--- config.mk ---
export PLATFORM = sky130hd
export DESIGN_NAME = program_loader
export DESIGN_NICKNAME = d
export VERILOG_FILES = /design/src/rtl/cpu_pkg.sv /design/src/rtl/loader_watchdog.sv /design/src/rtl/program_loader.sv
export SDC_FILE = /design/constraint.sdc
export NUM_CORES = 1
export LEC_CHECK = 0
export BUFFER_PORTS_ARGS = -buffer_cell sky130_fd_sc_hd__buf_2
export CAP_MARGIN = 25
export CORE_MARGIN = 2
export CORE_UTILIZATION = 51
export CTS_CLUSTER_DIAMETER = 30
export CTS_CLUSTER_SIZE = 12
export DETAILED_ROUTE_END_ITERATION = 8
export PLACE_DENSITY = 0.75
export SETUP_SLACK_MARGIN = 0.3
export SLEW_MARGIN = 20
export SYNTH_ARGS = -nofsm -noshare
export SYNTH_HDL_FRONTEND = slang
export SYNTH_SLANG_ARGS = --single-unit
--- constraint.sdc ---
create_clock -name clk -period 1.9 [get_ports clk]
set_input_delay 0.285 -clock clk [delete_from_list [all_inputs] [get_ports clk]]
set_output_delay 0.285 -clock clk [all_outputs]
set_load 0.005 [all_outputs]
--- src/rtl/cpu_pkg.sv ---
// Shared definitions for the program loader and the simple_cpu instruction RAM:
// loader state encoding, error codes, frame marker and RAM depth.
package cpu_pkg;

    localparam int         IMEM_DEPTH = 16;
    localparam logic [7:0] SYNC_BYTE  = 8'hA5;

    typedef enum logic [2:0] {
        ST_IDLE,
        ST_LEN,
        ST_DATA,
        ST_CSUM,
        ST_DONE,
        ST_ERROR
    } loader_state_e;

    typedef enum logic [1:0] {
        ERR_NONE    = 2'b00,
        ERR_LEN     = 2'b01,
        ERR_CSUM    = 2'b10,
        ERR_TIMEOUT = 2'b11
    } loader_err_e;

    // A frame length is usable when it names at least one word and fits the RAM.
    function automatic logic len_ok(input logic [7:0] len, input int depth);
        return (len != 8'd0) && (int'(len) <= depth);
    endfunction

endpackage

--- src/rtl/loader_watchdog.sv ---
// Inter-byte idle counter for the program loader. Counts idle cycles while
// enabled, clears on every accepted byte, and flags expiry on the cycle whose
// edge would complete TIMEOUT consecutive idle cycles. TIMEOUT=0 disables it.
module loader_watchdog #(
    parameter int TIMEOUT = 1024
) (
    input  logic clk,
    input  logic reset,
    input  logic clear,
    input  logic enable,
    output logic expired
);

    localparam int              CNT_W = (TIMEOUT > 1) ? $clog2(TIMEOUT) : 1;
    localparam logic [CNT_W-1:0] LAST = CNT_W'(TIMEOUT - 1);

    logic [CNT_W-1:0] cnt_q, cnt_d;

    // Next count: held at zero when inactive or on a byte, saturating at LAST.
    always_comb begin
        cnt_d = cnt_q;
        if (!enable || clear) begin
            cnt_d = '0;
        end else if (cnt_q != LAST) begin
            cnt_d = cnt_q + CNT_W'(1);
        end
    end

    // Idle counter register.
    always_ff @(posedge clk) begin
        if (reset) begin
            cnt_q <= '0;
        end else begin
            cnt_q <= cnt_d;
        end
    end

    assign expired = (TIMEOUT != 0) && enable && !clear && (cnt_q == LAST);

endmodule

--- src/rtl/program_loader.sv ---
// Byte-stream program loader. Accepts a SYNC/LEN/payload/CSUM frame over a
// valid/ready byte link, writes the payload into the instruction RAM from
// address 0 upward, verifies the checksum and releases simple_cpu from reset
// only after a frame has been loaded and verified.
module program_loader #(
    parameter int         DEPTH     = cpu_pkg::IMEM_DEPTH,
    parameter int         ADDR_W    = $clog2(DEPTH),
    parameter logic [7:0] SYNC_BYTE = cpu_pkg::SYNC_BYTE,
    parameter int         TIMEOUT   = 1024
) (
    input  logic              clk,
    input  logic              reset,
    input  logic              rx_valid,
    input  logic [7:0]        rx_data,
    output logic              rx_ready,
    output logic              imem_we,
    output logic [ADDR_W-1:0] imem_addr,
    output logic [7:0]        imem_wdata,
    output logic              cpu_reset,
    output logic              load_done,
    output logic              load_error,
    output logic [1:0]        err_code,
    output logic [ADDR_W:0]   words_loaded
);

    import cpu_pkg::*;

    loader_state_e     state_q, state_d;
    logic              rx_ready_q;
    logic              we_q, we_d;
    logic [ADDR_W-1:0] addr_q, addr_d;
    logic [7:0]        wdata_q, wdata_d;
    logic              cpu_reset_q, cpu_reset_d;
    logic              done_q, done_d;
    logic              error_q, error_d;
    loader_err_e       err_q, err_d;
    logic [ADDR_W:0]   words_q, words_d;
    logic [ADDR_W:0]   len_q, len_d;
    logic [7:0]        sum_q, sum_d;

    logic accept;
    logic wd_enable;
    logic wd_expired;

    assign accept    = rx_valid && rx_ready_q;
    assign wd_enable = (state_q == ST_LEN) || (state_q == ST_DATA) || (state_q == ST_CSUM);

    loader_watchdog #(
        .TIMEOUT (TIMEOUT)
    ) u_watchdog (
        .clk     (clk),
        .reset   (reset),
        .clear   (accept),
        .enable  (wd_enable),
        .expired (wd_expired)
    );

    // Frame FSM next-state plus next values of every registered output.
    always_comb begin
        state_d     = state_q;
        we_d        = 1'b0;
        addr_d      = addr_q;
        wdata_d     = wdata_q;
        cpu_reset_d = cpu_reset_q;
        done_d      = done_q;
        error_d     = error_q;
        err_d       = err_q;
        words_d     = words_q;
        len_d       = len_q;
        sum_d       = sum_q;

        case (state_q)
            ST_IDLE, ST_DONE, ST_ERROR: begin
                if (accept && (rx_data == SYNC_BYTE)) begin
                    state_d     = ST_LEN;
                    cpu_reset_d = 1'b1;
                    done_d      = 1'b0;
                    error_d     = 1'b0;
                    err_d       = ERR_NONE;
                end
            end
            ST_LEN: begin
                if (accept) begin
                    if (len_ok(rx_data, DEPTH)) begin
                        state_d = ST_DATA;
                        len_d   = rx_data[ADDR_W:0];
                        sum_d   = '0;
                        words_d = '0;
                    end else begin
                        state_d = ST_ERROR;
                        error_d = 1'b1;
                        err_d   = ERR_LEN;
                    end
                end
            end
            ST_DATA: begin
                if (accept) begin
                    we_d    = 1'b1;
                    addr_d  = words_q[ADDR_W-1:0];
                    wdata_d = rx_data;
                    sum_d   = sum_q + rx_data;
                    words_d = words_q + (ADDR_W+1)'(1);
                    if (words_d == len_q) begin
                        state_d = ST_CSUM;
                    end
                end
            end
            ST_CSUM: begin
                if (accept) begin
                    if (rx_data == sum_q) begin
                        state_d     = ST_DONE;
                        cpu_reset_d = 1'b0;
                        done_d      = 1'b1;
                    end else begin
                        state_d = ST_ERROR;
                        error_d = 1'b1;
                        err_d   = ERR_CSUM;
                    end
                end
            end
            default: begin
                state_d = ST_IDLE;
            end
        endcase

        // Expiry only fires in LEN/DATA/CSUM on a cycle with no byte, so it
        // never competes with the per-state byte handling above.
        if (wd_expired) begin
            state_d     = ST_ERROR;
            cpu_reset_d = 1'b1;
            error_d     = 1'b1;
            err_d       = ERR_TIMEOUT;
        end
    end

    // State and output registers; reset overrides any byte offered on the same edge.
    always_ff @(posedge clk) begin
        if (reset) begin
            state_q     <= ST_IDLE;
            rx_ready_q  <= 1'b0;
            we_q        <= 1'b0;
            addr_q      <= '0;
            wdata_q     <= '0;
            cpu_reset_q <= 1'b1;
            done_q      <= 1'b0;
            error_q     <= 1'b0;
            err_q       <= ERR_NONE;
            words_q     <= '0;
            len_q       <= '0;
            sum_q       <= '0;
        end else begin
            state_q     <= state_d;
            rx_ready_q  <= 1'b1;
            we_q        <= we_d;
            addr_q      <= addr_d;
            wdata_q     <= wdata_d;
            cpu_reset_q <= cpu_reset_d;
            done_q      <= done_d;
            error_q     <= error_d;
            err_q       <= err_d;
            words_q     <= words_d;
            len_q       <= len_d;
            sum_q       <= sum_d;
        end
    end

    assign rx_ready     = rx_ready_q;
    assign imem_we      = we_q;
    assign imem_addr    = addr_q;
    assign imem_wdata   = wdata_q;
    assign cpu_reset    = cpu_reset_q;
    assign load_done    = done_q;
    assign load_error   = error_q;
    assign err_code     = err_q;
    assign words_loaded = words_q;

endmodule

==> impl_metrics.env, run 1 <==
export IMPL_status="complete, no violations"
export IMPL_via_per_inst=5.63
export IMPL_cts_buffer_depth=2
export IMPL_postRouteAntennaNets=0
export IMPL_power_share_sequential_pct=56.7
export IMPL_timing_hold_ws_ps=274
export IMPL_clkPwrFrac_pct=36.3
export IMPL_cts_sinks=50
export IMPL_critical_path_cell_chain="ha_4 -> or4b_4 -> buf_4 -> nor3_4 -> nand2_1 -> nand4_1 -> o22ai_1"
export IMPL_cap_violations=0
export IMPL_area_growth_syn_to_layout_pct=37.0
export IMPL_grt_pass1_wl_um=9490
export IMPL_swShare_pct=24.2
export IMPL_critPathRequiredTime_ps=2080
export IMPL_fp_dieH_um=73.0
export IMPL_wire_per_inst_um=14.9
export IMPL_ys_types=46
export IMPL_maxSlewHeadroom_pct=66.4
export IMPL_diodes=0
export IMPL_path_clk_slew_ps=90
export IMPL_start_util_pct=52.1
export IMPL_clk_latency_ps=300
export IMPL_yosys_area_top_type_share_pct=41.2
export IMPL_grt_max_degree=24
export IMPL_fin_skew_ps=3.29
export IMPL_drive_above_1_share_pct=38.5
export IMPL_combPwrFrac_pct=7.0
export IMPL_start_kind="flip-flop"
export IMPL_internal_power_mw=1.40
export IMPL_synth_area_per_cell_sq_um=8.61
export IMPL_hold_path_class="input port to flip-flop"
export IMPL_final_min_clock_period_ps=1800
export IMPL_drc=0
export IMPL_worstMarginPinSlew_ps=500
export IMPL_ys_flop_type="dfxtp_1"
export IMPL_place_congestion=0.911
export IMPL_dp_cells=387
export IMPL_num_vias=2262
export IMPL_ys_ff_latch=50
export IMPL_p_leak_nw=1.35
export IMPL_crit_arrival_ps=1980
export IMPL_drt_pass1_iterations=4
export IMPL_async_flop_share_pct=0
export IMPL_syn_area_sq_um=2430
export IMPL_fin_nets=368
export IMPL_io_pins=35
export IMPL_syn_num_nets=303
export IMPL_io_buffer_count=34
export IMPL_cts_root_buffer="clkbuf_8"
export IMPL_slowest_stage="or4b_4"
export IMPL_p_per_area_nw_per_um2=554
export IMPL_postCtsHoldBufs=0
export IMPL_critPathMaxFanout=2
export IMPL_synth_top_cell_by_area="dfxtp_1"
export IMPL_drv_slew=0
export IMPL_die_area_sq_um=5330
export IMPL_worst_path_buf_inv=1
export IMPL_end_kind="flip-flop"
export IMPL_htreeDepth=2
export IMPL_rows=25
export IMPL_ir_drop_uv=630
export IMPL_timing_final_hold_violations=0
export IMPL_cts_tree="done"
export IMPL_p_sw_mw=0.445
export IMPL_layout_setup_ws_ps=99.7
export IMPL_fmax_mhz=555
export IMPL_die_x_um=73.0
export IMPL_grt_pass1_vias=2106
export IMPL_syn_inst=282
export IMPL_instances_no_fill=402
export IMPL_grt_antenna_before_repair=0
export IMPL_cts_buffers=5
export IMPL_fin_crit_sh_pct=94.8
export IMPL_wl_um=5990
export IMPL_grt_overflow=0
export IMPL_drtIter0Drc=136
export IMPL_final_core_util_pct=71.4
export IMPL_synth_edff_count=0
export IMPL_setup_violations=0
export IMPL_cp_slowest_stage_delay_ps=560
export IMPL_layout_cells_most_common="nand2_1"
export IMPL_dpl_worst_slack_ps=-56.6
export IMPL_detailed_place_hpwl_um=4210
export IMPL_worst_setup_path_type="flip-flop to flip-flop"
export IMPL_fin_total_pwr_mw=1.84
export IMPL_most_common_layout_cells="37 x nand2_1, 36 x dfxtp_1, 34 x buf_2"
export IMPL_yosys_warnings=0
export IMPL_synth_seq_area_share_pct=41.2
export IMPL_crit_family="simple AND/OR/NAND/NOR gates"
export IMPL_netlist_top_cells_area="dfxtp_1 41%, nand2_1 6.0%, a21oi_1 5.8%"
export IMPL_rsz0062_at_grt="true"
export IMPL_grtUsageTotal_pct=22.6
export IMPL_core_area_sq_um=4660
layer usage:
metal  part of all wire [%]  track usage (%)  up-vias  wire length, um
met5                      0                0        -                0
met4                    2.1             8.02        0              123
met3                    3.7             3.73       10              219
met2                     49             37.9       51             2940
met1                     45             29.0     1068             2710
li1                       -                -     1133                -
power groups by stage:
stage | clock network, mW | logic (mW) | registers (mW)
2_1_floorplan | 0 | 0.0581 | 1.07
3_3_place_gp | 0 | 0.113 | 1.07
3_5_place_dp | 0 | 0.115 | 1.07
4_1_cts | 0.681 | 0.121 | 1.05
5_1_grt | 0.716 | 0.140 | 1.05
6_report | 0.669 | 0.130 | 1.05
synth_stat cells, types with 7 or more instances:
master	n
clkbuf_1	9
mux2i_1	7
nand3_1	13
ha_1	9
dfxtp_1	50
nor3_1	7
nor2_1	25
a22o_1	11
xnor2_1	13
nand2_1	39
xor2_1	10
a21oi_1	28
layout make-up:
type | instances | area, sq um
inverter | 4 | 15.0
clock buffer | 6 | 82.6
timing repair buffer | 71 | 467
sequential | 50 | 1030
multi-input combinational | 215 | 1650
clock inverter | 2 | 17.5
tap | 54 | 67.6
fill | 360 | 1340
cell families (layout without fill, tap and decap cells):
| kind of cell | after synthesis | after routing | share of synthesized area, % |
|---|---|---|---|
| AND/OR/NAND/NOR | 116 | 116 | 23.6 |
| buffers and inverters | 17 | 83 | 2.83 |
| flip-flops | 50 | 50 | 41.2 |
| AO/OA/AOI/OAI | 59 | 59 | 15.7 |
| XOR/XNOR | 23 | 23 | 8.30 |
| multiplexers | 7 | 7 | 2.89 |
| adder cells (fa/ha/maj) | 10 | 10 | 5.46 |
flip-flops by register name, summed over array words and instances, names as in the netlist, 2 cells and up:
| name | flops |
|---|---|
| words_loaded | 5 |
| sum_q | 8 |
| u_watchdog.cnt_q | 10 |
| state_q | 3 |
| imem_wdata | 8 |
| err_code | 2 |
| imem_addr | 4 |
| len_q | 5 |
final timing paths:
check,end,startpoint,cells after the start,slack (ps)
max,state_q[0]$_SDFFE_PP0P_,sum_q[5]$_SDFFE_PP0P_,7,100
min reg2reg,imem_addr[3]$_SDFFE_PP0P_,imem_addr[3]$_SDFFE_PP0P_,2,450
max reg2reg,state_q[0]$_SDFFE_PP0P_,sum_q[5]$_SDFFE_PP0P_,7,100
min,load_done$_SDFFE_PP0P_,reset,2,270
per-stage QoR:
stage	cell area, sq um	TNS (ps)
4_1_cts	3180	0
3_3_place_gp	2990	-31.4
6_report	3330	0
3_5_place_dp	2990	-127
2_1_floorplan	2600	0
5_1_grt	3330	0
timing repair:
item | CTS | global route
gates cloned | 0 | 0
setup buffers | 1 | 6
gates resized for setup | 18 | 25
setup endpoints to repair | 30 | 31
pin swaps | 13 | 10
No activity file was read; power rests on OpenSTA's default activity.
==> run 2, diff against run 1 <==
--- a/config.mk
+++ b/config.mk
@@ -6,7 +6,7 @@
 export NUM_CORES = 1
 export LEC_CHECK = 0
 export BUFFER_PORTS_ARGS = -buffer_cell sky130_fd_sc_hd__buf_2
-export CAP_MARGIN = 25
+export CAP_MARGIN = 20
 export CORE_MARGIN = 2
 export CORE_UTILIZATION = 51
 export CTS_CLUSTER_DIAMETER = 30
==> constraint.sdc (replaced) <==
create_clock -name clk -period 1.9 [get_ports clk]
set_input_delay 0.38 -clock clk [delete_from_list [all_inputs] [get_ports clk]]
set_output_delay 0.38 -clock clk [all_outputs]
set_load 0.005 [all_outputs]
==> run 2 against run 1 <==
Routed wire length rose by 6.2%. Core utilization rose by 2.7 points. Highest routed layer unchanged. Clock-buffer cell count is 1 lower. Fmax fell by 0.40%. Clock power grew 14%. Total power up 6.5%. Critical path type unchanged. First-iteration DRC count down 15%. Largest cell class unchanged. Combinational power up 20%. Via count is 3.4% higher. Sequential power barely moved. Die area is the same.
==> impl_metrics.env, run 2 (synthesized netlist as in run 1, its figures left out) <==
export IMPL_cts_sinks=50
export IMPL_fillers=338
export IMPL_timing_final_hold_violations=0
export IMPL_drt_pass1_iterations=5
export IMPL_final_min_clock_period_ps=1810
export IMPL_num_vias=2338
export IMPL_start_util_pct=52.1
export IMPL_io_pins=35
export IMPL_placed_cell_area_sq_um=3060
export IMPL_diodes=0
export IMPL_p_per_area_nw_per_um2=569
export IMPL_grt_pass1_wl_um=9970
export IMPL_worstMarginPinSlew_ps=359
export IMPL_io_buffer_count=34
export IMPL_core_area_sq_um=4660
export IMPL_cts_root_buffer="clkbuf_8"
export IMPL_stdcell_area_sq_um=3450
export IMPL_reg2reg_from="sum_q[2]$_SDFFE_PP0P_"
export IMPL_cts_buffer_depth=2
export IMPL_layout_setup_ws_ps=92.4
export IMPL_drv_slew=0
export IMPL_path_clk_slew_ps=100
export IMPL_ir_drop_uv=590
export IMPL_area_growth_syn_to_layout_pct=42.2
export IMPL_htreeDepth=2
export IMPL_die_area_sq_um=5330
export IMPL_crit_arrival_ps=2000
export IMPL_start_kind="flip-flop"
export IMPL_postRouteAntennaNets=0
export IMPL_grt_antenna_before_repair=0
export IMPL_fp_dieH_um=73.0
export IMPL_critPathLaunch="sum_q[2]$_SDFFE_PP0P_"
export IMPL_regMostFlops="u_watchdog.cnt_q"
export IMPL_wl_um=6360
export IMPL_die_x_um=73.0
export IMPL_drive_above_1_share_pct=41.9
export IMPL_setup_violations=0
export IMPL_rows=25
export IMPL_maxSlewHeadroom_pct=75.8
export IMPL_worstHoldStart="reset"
export IMPL_fin_total_pwr_mw=1.96
export IMPL_grtUsageTotal_pct=24.0
export IMPL_worst_setup_path_type="flip-flop to flip-flop"
export IMPL_wire_per_inst_um=15.4
export IMPL_clk_latency_ps=310
export IMPL_grt_max_degree=24
export IMPL_cts_buffers=5
export IMPL_fin_skew_ps=15.8
export IMPL_drc=0
export IMPL_p_leak_nw=1.42
export IMPL_end_kind="flip-flop"
export IMPL_rsz0062_at_grt="true"
export IMPL_critPathMaxFanout=3
export IMPL_setup_tns_ps=0
export IMPL_place_congestion=0.818
export IMPL_fin_crit_sh_pct=95.1
export IMPL_largest_reg_flops=10
export IMPL_layout_cells_most_common="buf_4"
export IMPL_cts_tree="done"
export IMPL_cap_violations=0
export IMPL_critPathRequiredTime_ps=2090
export IMPL_grt_pass1_vias=2152
export IMPL_detailed_place_hpwl_um=4220
export IMPL_hold_path_class="input port to flip-flop"
export IMPL_fin_nets=378
export IMPL_most_common_layout_cells="38 x buf_4, 37 x dfxtp_1, 36 x nand2_1"
export IMPL_fmax_mhz=553
export IMPL_grt_overflow=0
export IMPL_drtIter0Drc=115
export IMPL_dpl_worst_slack_ps=-110
export IMPL_status="complete, no violations"
export IMPL_via_per_inst=5.67
## run 2: per-stage QoR
stage               util (%)  instances  hold slack [ps]
floorplan                  -        282              444
global placement        65.6        397              441
detailed placement      65.6        397              444
CTS                     71.3        408              358
global route            74.1        412              372
finish                  74.1        412              379
## run 2: path summary, 6_finish.rpt
| check | to | cells after the start | slack (ps) |
|---|---|---|---|
| setup / recovery | cpu_reset$_SDFFE_PP1P_ | 6 | 90 |
| hold / removal | err_code[1]$_SDFFE_PP0P_ | 2 | 380 |
| setup reg to reg | cpu_reset$_SDFFE_PP1P_ | 6 | 90 |
| hold reg to reg | imem_wdata[7]$_SDFFE_PP0P_ | 2 | 460 |
## run 2: final cells by class
class / instances / area [sq um] / area share [%]
Timing Repair Buffer: 81 / 557 / 16.1
Inverter: 4 / 15.0 / 0.435
Clock inverter: 3 / 43.8 / 1.27
Sequential cell: 50 / 1030 / 29.8
Tap cell: 54 / 67.6 / 1.96
Clock buffer: 5 / 68.8 / 1.99
Multi-Input combinational cell: 215 / 1670 / 48.5
## run 2: where the power goes
part | internal (mW) | switching [mW] | total (mW)
registers | 1.04 | 0.00102 | 1.04
clock network | 0.395 | 0.369 | 0.764
logic | 0.0711 | 0.0845 | 0.156
total | 1.51 | 0.455 | 1.96
## run 2: per-layer routing
metal / vias to the layer above / wire [um] / track usage [%]
met4: 0 / 110 / 6.38
met3: 12 / 226 / 4.42
met1: 1117 / 2740 / 31.0
met5: - / 0 / 0
li1: 1151 / - / -
met2: 58 / 3290 / 41.1
## run 2: worst max-delay path, cell delays in order (launching register included)
cell and delay, ps:
dfxtp_2 350, ha_4 220, or4b_4 540, nor4_4 280, nand2_1 120, o21ai_1 90
nand3_1 80
## run 2: repair_timing
| item | CTS | global route |
|---|---|---|
| hold buffers | 0 | 0 |
| gates resized for setup | 30 | 26 |
| endpoints found under the setup margin | 28 | 28 |
| setup buffers | 3 | 4 |
| pin swaps | 16 | 19 |
==> run 3, diff against run 2 <==
--- a/config.mk
+++ b/config.mk
@@ -12,7 +12,7 @@
 export CTS_CLUSTER_DIAMETER = 30
 export CTS_CLUSTER_SIZE = 12
 export DETAILED_ROUTE_END_ITERATION = 8
-export PLACE_DENSITY = 0.75
+export PLACE_DENSITY = 0.79
 export SETUP_SLACK_MARGIN = 0.3
 export SLEW_MARGIN = 20
 export SYNTH_ARGS = -nofsm -noshare
==> run 3 against run 2 <==
Flip-flop and latch count unchanged. Critical path depth unchanged. First-iteration DRC count up 24%. Worst setup slack worse by 45 ps.
==> impl_metrics.env, run 3 (synthesized netlist as in run 1, its figures left out) <==
export IMPL_worst_setup_path_type="flip-flop to flip-flop"
export IMPL_status="complete, no violations"
export IMPL_timing_hold_ws_ps=367
export IMPL_setup_tns_ps=0
export IMPL_drc=0
export IMPL_fp_dieH_um=73.0
export IMPL_detailed_place_hpwl_um=4500
export IMPL_path_clk_slew_ps=90
export IMPL_hold_depth=2
export IMPL_wl_um=7760
export IMPL_largest_reg_flops=10
export IMPL_start_util_pct=52.1
export IMPL_rows=25
export IMPL_critPathRequiredTime_ps=2100
export IMPL_p_sw_mw=0.461
export IMPL_core_area_sq_um=4660
export IMPL_critical_path_cell_chain="ha_1 -> nor3_2 -> o2111ai_4 -> and3_4 -> o211a_1 -> a211o_1"
export IMPL_setup_violations=0
export IMPL_postCtsHoldBufs=0
export IMPL_p_per_area_nw_per_um2=546
export IMPL_wire_per_inst_um=18.8
export IMPL_end_kind="flip-flop"
export IMPL_io_pins=35
export IMPL_grtUsageTotal_pct=25.6
export IMPL_drt_pass1_iterations=5
export IMPL_fmax_mhz=540
export IMPL_grt_max_degree=24
export IMPL_fin_crit_sh_pct=97.5
export IMPL_final_core_util_pct=73.8
export IMPL_instances_no_fill=414
export IMPL_swShare_pct=24.6
export IMPL_fin_total_pwr_mw=1.88
export IMPL_diodes=0
export IMPL_fillers=323
export IMPL_clk_latency_ps=310
export IMPL_cts_tree="done"
export IMPL_stdcell_area_sq_um=3440
export IMPL_combPwrFrac_pct=8.7
export IMPL_via_per_inst=6.00
export IMPL_num_vias=2486
export IMPL_final_min_clock_period_ps=1850
export IMPL_fin_skew_ps=8.76
export IMPL_start_kind="flip-flop"
export IMPL_clkPwrFrac_pct=35.7
export IMPL_met3_usage_pct=5.25
export IMPL_final_seq_area_sq_um=1020
export IMPL_ir_drop_uv=418
export IMPL_rsz0062_at_grt="true"
export IMPL_grt_antenna_before_repair=0
export IMPL_cts_sinks=50
export IMPL_grt_pass1_vias=2288
export IMPL_htreeDepth=2
export IMPL_worstMarginPinSlew_ps=453
export IMPL_worst_path_buf_inv=0
export IMPL_cp_slowest_stage_delay_ps=340
export IMPL_most_common_layout_cells="41 x buf_4, 38 x nand2_1, 38 x dfxtp_1"
export IMPL_place_congestion=0.926
export IMPL_timing_final_hold_violations=0
export IMPL_die_x_um=73.0
export IMPL_cts_buffer_depth=2
export IMPL_layout_cells_most_common="buf_4"
export IMPL_placed_cell_area_sq_um=3040
export IMPL_area_growth_syn_to_layout_pct=41.7
export IMPL_met2_usage_pct=43.7
export IMPL_crit_arrival_ps=2060
export IMPL_use_met1_pct=32.1
export IMPL_layout_setup_ws_ps=47.3
export IMPL_hold_path_class="input port to flip-flop"
export IMPL_drtIter0Drc=143
export IMPL_fin_nets=380
export IMPL_power_share_sequential_pct=55.6
export IMPL_cts_buffers=5
export IMPL_postRouteAntennaNets=0
export IMPL_cap_violations=0
export IMPL_drv_slew=0
export IMPL_cts_root_buffer="clkbuf_8"
export IMPL_internal_power_mw=1.42
export IMPL_grt_pass1_wl_um=10700
export IMPL_p_leak_nw=1.41
export IMPL_slowest_stage="dfxtp_1"
export IMPL_maxSlewHeadroom_pct=69.5
export IMPL_dp_cells=394
export IMPL_multi_input_area_sq_um=1660
export IMPL_die_area_sq_um=5330
export IMPL_grt_overflow=0
export IMPL_regMostFlops="u_watchdog.cnt_q"
export IMPL_rr_worst_depth=6
export IMPL_crit_family="compound AO/OA/AOI/OAI gates"
export IMPL_cp_depth=6
export IMPL_drive_above_1_share_pct=41.7
export IMPL_grt_busiest_layer="met2"
export IMPL_io_buffer_count=34
export IMPL_critPathMaxFanout=3
export IMPL_dpl_worst_slack_ps=-176
## run 3: power groups by stage
stage	Clock, mW	Sequential [mW]	Combinational, mW
finish	0.671	1.05	0.163
global route	0.736	1.05	0.172
CTS	0.680	1.05	0.133
detailed placement	0	1.07	0.123
global placement	0	1.07	0.120
floorplan	0	1.07	0.0579
## run 3: per-layer routing
| metal | routed length (um) | share of wire [%] | up-vias |
|---|---|---|---|
| met1 | 2920 | 38 | 1171 |
| met4 | 346 | 4.5 | 0 |
| met5 | 0 | 0 | - |
| met3 | 578 | 7.4 | 30 |
| met2 | 3910 | 50 | 130 |
| li1 | - | - | 1155 |
## run 3: final timing paths
kind | slack (ps) | start | end
setup / recovery | 50 | sum_q[6]$_SDFFE_PP0P_ | sum_q[7]$_SDFFE_PP0P_
hold / removal | 370 | reset | err_code[1]$_SDFFE_PP0P_
setup reg to reg | 50 | sum_q[6]$_SDFFE_PP0P_ | sum_q[7]$_SDFFE_PP0P_
hold reg to reg | 460 | imem_wdata[0]$_SDFFE_PP0P_ | imem_wdata[0]$_SDFFE_PP0P_
## run 3: layout make-up
type | count | area share [%]
clock buffer | 6 | 2.40
clock inverter | 2 | 0.473
inverter | 4 | 0.437
multi-input combinational | 215 | 48.3
sequential | 50 | 29.8
tap | 54 | 1.96
timing repair buffer | 83 | 16.7
## run 3: repair_timing
action	in CTS	in global routing
setup endpoints to repair	29	31
setup buffers	3	9
resized for setup	20	31
pin swaps	18	21
gates cloned	0	0
## run 3: worst register-to-register path, cell delays in order (launching register included)
cell,delay [ps]
dfxtp_1,340
ha_1,250
nor3_2,290
o2111ai_4,210
and3_4,230
o211a_1,210
a211o_1,220
